`config.mk`:
```
export PLATFORM = sky130hd
export DESIGN_NAME = mem_ctrl
export DESIGN_NICKNAME = d
export VERILOG_FILES = /design/src/rtl/mem_ctrl.sv
export SDC_FILE = /design/constraint.sdc
export NUM_CORES = 1
export LEC_CHECK = 0
export BUFFER_PORTS_ARGS = -buffer_cell sky130_fd_sc_hd__buf_2
export CAP_MARGIN = 20
export CORE_MARGIN = 1
export CORE_UTILIZATION = 61
export CTS_BUF_LIST = sky130_fd_sc_hd__clkbuf_4 sky130_fd_sc_hd__clkbuf_8
export CTS_CLUSTER_DIAMETER = 80
export DETAILED_ROUTE_END_ITERATION = 8
export PLACE_DENSITY_LB_ADDON = 0.08
export SLEW_MARGIN = 10
export SYNTH_ARGS = -nofsm -noshare
export SYNTH_HDL_FRONTEND = slang
export SYNTH_SLANG_ARGS = --single-unit
```
`constraint.sdc`:
```
create_clock -name clk -period 11.6 [get_ports clk]
set_input_delay 0.58 -clock clk [delete_from_list [all_inputs] [get_ports clk]]
set_output_delay 0.58 -clock clk [all_outputs]
set_load 0.01 [all_outputs]
```
`src/rtl/mem_ctrl.sv`:
```
// mem_ctrl: arbitrates an instruction-fetch requester and a data requester
// onto an 8-bit RAM/IO bus. Each 1/2/4-byte access is serialised into byte
// transfers, and read bytes are reassembled little-endian and zero-filled.
// Optional build macro: IO_FULL_STALL_EN. When it is defined, a MEM write
// into the IO window (address[17:16] == 2'b11) waits while io_buffer_full
// is high.
module mem_ctrl (
  input  logic        clk,
  input  logic        rst,
  input  logic        if_enable_in,
  input  logic [31:0] if_address_in,
  input  logic        mem_enable_in,
  input  logic        mem_read_or_write_in,
  input  logic [2:0]  mem_width_in,
  input  logic [31:0] mem_address_in,
  input  logic [31:0] mem_data_in,
  input  logic        io_buffer_full,
  input  logic [7:0]  mem_din,
  output logic [7:0]  mem_dout,
  output logic [31:0] mem_a,
  output logic        mem_wr,
  output logic        mem_busy_out,
  output logic        mem_done_out,
  output logic [31:0] mem_data_out,
  output logic        inst_busy_out,
  output logic        inst_done_out,
  output logic [31:0] inst_out
);

  localparam logic [1:0] S_IDLE  = 2'd0;
  localparam logic [1:0] S_READ  = 2'd1;
  localparam logic [1:0] S_WRITE = 2'd2;

  // Byte count of an access; encodings other than byte/half are words.
  function automatic logic [2:0] width_to_len(input logic [2:0] width);
    logic [2:0] len;
    case (width)
      3'b001:  len = 3'd1;
      3'b010:  len = 3'd2;
      default: len = 3'd4;
    endcase
    return len;
  endfunction

  logic [1:0]  r_state;
  logic [1:0]  w_state_nxt;
  logic        w_take_mem;
  logic        w_take_if;
  logic        w_mem_blocked;

  logic        r_is_mem;
  logic [31:0] r_addr;
  logic [2:0]  r_len;
  logic [31:0] r_wdata;
  logic [31:0] r_rbuf;
  logic [2:0]  r_cnt;

  logic [31:0] r_mem_a;
  logic        r_mem_wr;
  logic [7:0]  r_mem_dout;
  logic        r_mem_done;
  logic        r_inst_done;
  logic [31:0] r_mem_data;
  logic [31:0] r_inst;

  logic        w_busy;
  logic        w_accept;
  logic        w_acc_mem;
  logic        w_acc_wr;
  logic [31:0] w_acc_addr;
  logic [2:0]  w_acc_len;
  logic [31:0] w_acc_data;

  logic [2:0]  w_cnt_p1;
  logic [1:0]  w_cap_sel;
  logic [1:0]  w_wr_sel;
  logic [7:0]  w_wr_byte;
  logic [31:0] w_rd_final;
  logic        w_rd_last;
  logic        w_wr_last;

`ifdef IO_FULL_STALL_EN
  // An IO-window store is held off while the UART buffer cannot take it.
  assign w_mem_blocked = mem_read_or_write_in && (mem_address_in[17:16] == 2'b11)
                         && io_buffer_full;
`else
  logic w_unused_io_full;
  assign w_unused_io_full = io_buffer_full;
  assign w_mem_blocked    = 1'b0;
`endif

  // r_cnt counts edges since acceptance. In READ, the byte captured at
  // this edge belongs to the address issued two edges earlier (index r_cnt-1).
  assign w_cnt_p1  = r_cnt + 3'd1;
  assign w_cap_sel = r_cnt[1:0] - 2'd1;
  assign w_wr_sel  = r_cnt[1:0] + 2'd1;
  assign w_wr_byte = r_wdata[{w_wr_sel, 3'b000} +: 8];
  assign w_rd_last = (r_cnt == r_len);
  assign w_wr_last = (w_cnt_p1 == r_len);

  // Read assembly: insert the byte arriving this cycle into the buffer.
  always_comb begin
    w_rd_final = r_rbuf;
    w_rd_final[{w_cap_sel, 3'b000} +: 8] = mem_din;
  end

  // State register.
  always_ff @(posedge clk or posedge rst) begin
    if (rst) begin
      r_state <= S_IDLE;
    end else begin
      r_state <= w_state_nxt;
    end
  end

  // Next-state and arbitration: MEM wins over IF, and only IDLE accepts.
  always_comb begin
    w_state_nxt = r_state;
    w_take_mem  = 1'b0;
    w_take_if   = 1'b0;
    case (r_state)
      S_IDLE: begin
        if (mem_enable_in && !w_mem_blocked) begin
          w_take_mem  = 1'b1;
          w_state_nxt = mem_read_or_write_in ? S_WRITE : S_READ;
        end else if (if_enable_in) begin
          w_take_if   = 1'b1;
          w_state_nxt = S_READ;
        end else begin
          w_state_nxt = S_IDLE;
        end
      end
      S_READ: begin
        if (w_rd_last) begin
          w_state_nxt = S_IDLE;
        end else begin
          w_state_nxt = S_READ;
        end
      end
      S_WRITE: begin
        if (w_wr_last) begin
          w_state_nxt = S_IDLE;
        end else begin
          w_state_nxt = S_WRITE;
        end
      end
      default: begin
        w_state_nxt = S_IDLE;
      end
    endcase
  end

  // Output decode: busy flag and the parameters of the request taken now.
  always_comb begin
    w_busy     = 1'b0;
    w_acc_mem  = 1'b0;
    w_acc_wr   = 1'b0;
    w_acc_addr = 32'd0;
    w_acc_len  = 3'd0;
    w_acc_data = 32'd0;
    if (r_state != S_IDLE) begin
      w_busy = 1'b1;
    end else begin
      w_busy = 1'b0;
    end
    if (w_take_mem) begin
      w_acc_mem  = 1'b1;
      w_acc_wr   = mem_read_or_write_in;
      w_acc_addr = mem_address_in;
      w_acc_len  = width_to_len(mem_width_in);
      w_acc_data = mem_data_in;
    end else if (w_take_if) begin
      w_acc_addr = if_address_in;
      w_acc_len  = 3'd4;
    end else begin
      w_acc_mem = 1'b0;
    end
  end

  assign w_accept = w_take_mem | w_take_if;

  // Datapath: latch the request, drive RAM-side registers, and collect read bytes.
  always_ff @(posedge clk or posedge rst) begin
    if (rst) begin
      r_is_mem    <= 1'b0;
      r_addr      <= 32'd0;
      r_len       <= 3'd0;
      r_wdata     <= 32'd0;
      r_rbuf      <= 32'd0;
      r_cnt       <= 3'd0;
      r_mem_a     <= 32'd0;
      r_mem_wr    <= 1'b0;
      r_mem_dout  <= 8'd0;
      r_mem_done  <= 1'b0;
      r_inst_done <= 1'b0;
      r_mem_data  <= 32'd0;
      r_inst      <= 32'd0;
    end else begin
      r_mem_done  <= 1'b0;
      r_inst_done <= 1'b0;
      case (r_state)
        S_IDLE: begin
          if (w_accept) begin
            r_is_mem <= w_acc_mem;
            r_addr   <= w_acc_addr;
            r_len    <= w_acc_len;
            r_wdata  <= w_acc_data;
            r_rbuf   <= 32'd0;
            r_cnt    <= 3'd0;
            r_mem_a  <= w_acc_addr;
            r_mem_wr <= w_acc_wr;
            if (w_acc_wr) begin
              r_mem_dout <= w_acc_data[7:0];
            end
          end
        end
        S_READ: begin
          r_cnt <= w_cnt_p1;
          if (w_cnt_p1 < r_len) begin
            r_mem_a <= r_addr + {29'd0, w_cnt_p1};
          end
          if (r_cnt != 3'd0) begin
            r_rbuf <= w_rd_final;
          end
          if (w_rd_last) begin
            if (r_is_mem) begin
              r_mem_data <= w_rd_final;
              r_mem_done <= 1'b1;
            end else begin
              r_inst      <= w_rd_final;
              r_inst_done <= 1'b1;
            end
          end
        end
        S_WRITE: begin
          r_cnt <= w_cnt_p1;
          if (w_wr_last) begin
            r_mem_wr <= 1'b0;
            if (r_is_mem) begin
              r_mem_done <= 1'b1;
            end else begin
              r_inst_done <= 1'b1;
            end
          end else begin
            r_mem_a    <= r_addr + {29'd0, w_cnt_p1};
            r_mem_dout <= w_wr_byte;
          end
        end
        default: begin
          r_mem_wr <= 1'b0;
        end
      endcase
    end
  end

  assign mem_a         = r_mem_a;
  assign mem_wr        = r_mem_wr;
  assign mem_dout      = r_mem_dout;
  assign mem_done_out  = r_mem_done;
  assign inst_done_out = r_inst_done;
  assign mem_data_out  = r_mem_data;
  assign inst_out      = r_inst;
  assign mem_busy_out  = w_busy;
  assign inst_busy_out = w_busy;

endmodule

```
# Word-level counts from Yosys, hierarchy flattened

Index checks and enable logic that the tools add are counted.

Bits in registers: 212
Output and inout port bits: 109
Word-level logic and storage cells: 99

$add $sub $neg: 5
$lt $le $gt $ge: 1
Eq/ne operators: 12
Shifts and indexed selects: 3
Mux-type cells: 45
Bitwise gates (word level): 3
Reductions and logical operators: 16

Operators by type and width:

| kind                   | number |
|---|---|
| $mux 32                | 8 |
| $pmux 32 s3            | 1 |
| $pmux 32 s2            | 1 |
| $add 32x3->32          | 1 |
| $bwmux 32              | 1 |
| $shift 8x7->32 const A | 1 |
| $shiftx 32x6->8        | 1 |
| $shiftx 8x7->32        | 1 |
| $mux 8                 | 3 |
| $mux 1                 | 18 |
| $pmux 8 s2             | 1 |
| $ne 2x2->1 const B     | 6 |
| $pmux 3 s2             | 2 |
| $reduce_and 3->1       | 4 |
| $mux 3                 | 3 |
| $reduce_and 4->1       | 2 |
| $reduce_bool 2->1      | 4 |
| $neg 5->7              | 1 |
| $eq 3x3->1             | 2 |
| $mux 2                 | 3 |
| $pmux 2 s3             | 1 |
| $reduce_bool 3->1      | 2 |
| $pmux 1 s2             | 2 |
| $reduce_and 2->1       | 2 |
| 13 further kinds       | 14 |

# Logic depth before layout (Yosys ltp)

Depth in word-level cells: 7
Depth in mapped cells: 12
Depth with buffers taken out: 9

# Worst setup path after synthesis

No wires, ideal clock.

Path type: register to register
Start point: register r_cnt[0]
End point: register r_mem_a[24], in the netlist mem_a[24]
Setup time: 0.126 ns
Arrival time: 3.610 ns
Data required time: 11.474 ns
Slack: 7.864 ns
Stages on the path, launching flop included: 13
Buffers on the path: 3
Clock period less this slack: 3.736 ns
Cell sequence: dfrtp_1 > buf_2 > buf_2 > inv_1 > ha_1 > clkbuf_1 > inv_1 > fa_1 > nand2b_1 > a2111oi_4 > nand2_1 > xnor2_1 > a221o_1

Longest elaborated chain between the ends: 4
Elaborated cells between the ends (all ways): 10
Those cells by class: 2 x add/sub; 1 x order compare; 3 x eq/ne; 3 x mux; 1 x reduce/logical

RTL lines:

| what                                            | RTL line | text |
|---|---|---|
| from (decl)                                     | 56       | `logic [2:0] r_cnt;` |
| from (signal assigned)                          | 218      | `r_cnt <= w_cnt_p1;` |
| from (signal assigned)                          | 236      | `r_cnt <= w_cnt_p1;` |
| $add 3x1->3 *                                   | 94       | `assign w_cnt_p1 = r_cnt + 3'd1;` |
| $add 32x3->32, or another cell as far along     | 220, 245 |  |
| $mux 32, or another cell as far along           | 237      | `if (w_wr_last) begin` |
| $pmux 32 s3 or $reduce_and 4->1 (tied branches) | -        |  |
| to (signal assigned)                            | 210      | `r_mem_a <= w_acc_addr;` |
| to (signal assigned)                            | 220      | `r_mem_a <= r_addr + {29'd0, w_cnt_p1};` |
| to (signal assigned)                            | 245      | `r_mem_a <= r_addr + {29'd0, w_cnt_p1};` |
| to (decl)                                       | 58       | `logic [31:0] r_mem_a;` |

Mark *: on every way between the ends. The rest lies on a longest branch, timed or not. The select of a mux whose other input is x is not followed.
A chain may end at the register's enable or synchronous reset.

# Worst setup path after layout

Start point: register r_cnt[1]
End point: register r_mem_a[31], in the netlist mem_a[31]

Same word-level chain as after synthesis.

==> out/qor.csv <==
stage;metric;value;unit
sta;Max Fclk;0.255;GHz
hold_path;Hold Path Class;input port to async pin;
placed_design;GP Congestion;0.816;
setup_path;flop-to-flop setup slack;7.68;ns
placed_design;port bufs;220;
synthesis;Post-synth EDFFs;0;
power_and_ir_drop;LEAKAGE;6.23;nW
synthesis;Post-synth top flop;dfrtp_1;
clock_tree;setup repair bufs after CTS;0;
sta;clock skew;0.0144;ns
setup_path;CP Class;register to register;
sta;Final Cycle Share;0.338;
route;first-iteration detailed-routing DRC count;769;
route;wire length per cell;17.8;um
synthesis;Async S/R FF share, synth;1.00;
grt;initial antenna violation count;0;
setup_path;Crit Path Max Fanout;17;
final_layout;share of layout cells above drive strength 1;0.261;
power_and_ir_drop;switch share;0.413;
clock_tree;CTS root buffer;clkbuf_8;
clock_tree;Post-CTS Hold Fix Bufs;0;
clock_tree;CTS buffer count;35;
route;antenna viol nets, final;0;
power_and_ir_drop;logic gate share of total power;0.446;
final_layout;fin util;0.756;
setup_path;Crit. End Element;register;
synthesis;syn_area_per_cell;10.1;sq um
grt;largest net degree at the start of global routing;133;
synthesis;Seq cells post-synth;212;
setup_path;reg-to-reg startpoint;r_cnt[1];
power_and_ir_drop;Reg power frac;0.370;
final_layout;Fillers;1187;
synthesis;Netlist cell types;62;
job;Max Cap Viol;0;
setup_path;crit path from;r_cnt[1];
synthesis;Cells after Synth;1011;
synthesis;Ys Warns;0;
clock_tree;Resize count post-CTS;0;
setup_path;Setup crit start kind;register;
grt;vias in the first global route;8283;
power_and_ir_drop;net switching power;0.00145;W
setup_path;Critical Path RT;12.01;ns
sta;crit path time final;3.92;ns
placed_design;placed wire-length estimate;17300;um
sta;final hold vios;0;
sta;setup TNS;0;ns
clock_tree;worst skew pair latency;0.51;ns
final_layout;Multi-input gate area;0.00456;sq mm
synthesis;sequential area share after synthesis;0.519;
synthesis;Synth Cell Area;0.0102;sq mm
clock_tree;clock slew seen by the registers of the worst setup and hold paths;0.06;ns
sta;Final setup viols;0;
clock_tree;CTS H-tree lvls;2;
final_layout;FF+latch area;0.00531;sq mm
grt;global-route usage over all layers;0.305;
floorplanning;Initial Util;0.635;
sta;Worst Tran Pin Value;1.08;ns
floorplanning;Die Area;0.0173;sq mm
grt;remaining global-route overflow;0;
power_and_ir_drop;VDD IR max;0.000171;V
route;total number of vias;8559;
floorplanning;IO Pins;222;
synthesis;Mapped Nets;1141;
floorplanning;core area;0.0161;sq mm
sta;Slew Limit Fails;0;
clock_tree;CTS tree;yes;
route;Initial DRT Pass Iterations;4;
floorplanning;placement row count;46;
route;DRC Markers;0;
floorplanning;chip width;132;um
route;total length of routed wires;25700;um
setup_path;worst endpoint data arrival time;4.33;ns
power_and_ir_drop;Pint;0.00206;W
final_layout;diodes inserted;0;
grt;first-pass GRT wire length;42400;um
run_status;status;complete, no violations;
floorplanning;Die Height;132;um
clock_tree;worst-case clock buffer depth;3;
sta;RSZ-0062 raised after global routing;no;
route;Vias/cell;5.91;
final_layout;Total Nets Final;1340;
power_and_ir_drop;Clock Power Share;0.184;
final_layout;P&R area growth vs syn;19.1;%
sta;Rel. slew slack;0.278;
clock_tree;CTS sink cnt;212;
power_and_ir_drop;Cell Pwr Density;288;mW/mm^2
==> kinds of logic (layout without fill, tap and decap cells) <==
family | after synthesis | in the layout | synth area share
mux | 14 | 14 | 0.0241
fa+ha+maj | 17 | 17 | 0.0215
compound gates | 332 | 332 | 0.224
flops | 212 | 212 | 0.519
xor+xnor | 29 | 29 | 0.0248
simple gates | 309 | 309 | 0.149
buf+inv | 98 | 318 | 0.0378
==> state kept, by name, indices dropped and copies added, names as in the netlist, 3 cells and up <==
| signal | count |
|---|---|
| inst_out | 32 |
| mem_a | 32 |
| mem_data_out | 32 |
| r_addr | 32 |
| r_rbuf | 32 |
| r_wdata | 32 |
| mem_dout | 8 |
| r_cnt | 3 |
| r_len | 3 |
==> path summary, 6_finish.rpt <==
kind / to / cells past startpoint
min reg2reg: mem_a[8] / 1
max in group asynchronous: r_addr[1] / 4
max: mem_a[31] / 8
min in group clk: r_len[1] / 2
min: inst_out[0] / 2
max reg2reg: mem_a[31] / 8
==> through the flow <==
stage | worst slack [ns] | hold WS [ns] | power (W) | area [sq um] | instances
2_1_floorplan | 5.23 | 0.441 | 0.00235 | 10200 | 1011
3_3_place_gp | 7.71 | 0.454 | 0.00280 | 11400 | 1384
3_5_place_dp | 7.61 | 0.461 | 0.00287 | 11400 | 1386
4_1_cts | 7.57 | 0.239 | 0.00352 | 12100 | 1444
5_1_grt | 7.53 | 0.264 | 0.00377 | 12200 | 1447
6_report | 7.68 | 0.228 | 0.00351 | 12200 | 1447
==> power by group through the flow <==
stage / logic (W) / registers (W) / clock network, W
after floorplan: 0.00100 / 0.00135 / 0
after global placement: 0.00151 / 0.00129 / 0
after detailed placement: 0.00156 / 0.00130 / 0
after CTS: 0.00157 / 0.00130 / 0.000656
after global routing: 0.00174 / 0.00134 / 0.000691
final: 0.00157 / 0.00130 / 0.000646
==> Yosys cell counts, types with 2 or more instances <==
library cell / count / area [sq um]
ha_1: 16 / 200
a21oi_1: 53 / 265
a31oi_1: 7 / 43.8
a222oi_1: 4 / 40.0
xor2_1: 20 / 175
mux4_2: 8 / 180
a22o_1: 78 / 683
clkbuf_1: 49 / 184
o2111ai_1: 2 / 17.5
or3_1: 7 / 43.8
mux2_2: 5 / 56.3
nand2b_1: 2 / 12.5
a221oi_1: 5 / 43.8
a221o_1: 6 / 60.1
nand4_4: 2 / 42.5
a211oi_1: 8 / 60.1
o21ai_0: 84 / 420
nand3_1: 19 / 95.1
o22ai_1: 6 / 37.5
nand2_1: 157 / 589
xnor2_1: 9 / 78.8
a22oi_1: 16 / 120
and3_1: 6 / 37.5
nor4_4: 2 / 42.5
nor3_1: 14 / 70.1
and2_1: 4 / 25.0
nor3b_1: 2 / 15.0
o41ai_1: 2 / 17.5
dfrtp_1: 212 / 5310
o21ai_1: 2 / 10.0
buf_2: 12 / 60.1
nor2_1: 31 / 116
nor2b_1: 37 / 231
nor4_1: 2 / 12.5
o211ai_1: 10 / 75.1
a21o_1: 40 / 300
inv_1: 27 / 101
and4_1: 3 / 26.3
nand4_1: 11 / 68.8
buf_1: 9 / 33.8
==> worst max-delay path, cell delays in order (launching register included) <==
cell     delay, ns
dfrtp_1       0.44
inv_1         0.12
ha_1          0.87
ha_1          0.39
and4_1        0.20
nor3_1        0.22
and2_0        0.74
nand2_1       0.52
o22ai_1       0.31
==> routing by layer <==
layer / routed length, um / global-route usage
met2: 12400 / 0.494
met1: 11200 / 0.417
met4: 602 / 0.0988
met3: 1560 / 0.0552
met5: 0 / 0
==> cell usage in the layout (no fill, tap or decap), drive strengths merged, types with 4 or more instances in the layout <==
cell type	n
nor3	15
mux4	8
xnor2	9
ha	16
xor2	20
nor4	4
a222oi	4
and3	6
a22oi	16
inv	27
and2	5
o22ai	6
a22o	78
o211ai	10
clkbuf	57
a31oi	7
mux2	5
nor2	32
buf	233
nor2b	37
a21oi	53
nand3	19
a221oi	5
or3	8
a211oi	8
o21ai	86
and4	4
dfrtp	212
nand4	13
nand2	157
a221o	6
a21o	40
==> final cells by class <==
type | instances | area share
clock inverters | 1 | 0.000719
well taps | 216 | 0.0222
flip-flops and latches | 212 | 0.435
inverters | 27 | 0.00893
clock buffers | 57 | 0.0551
repair buffers | 233 | 0.103
multi-input cells | 701 | 0.375
Note: power is estimated with default switching activity, not from simulation.
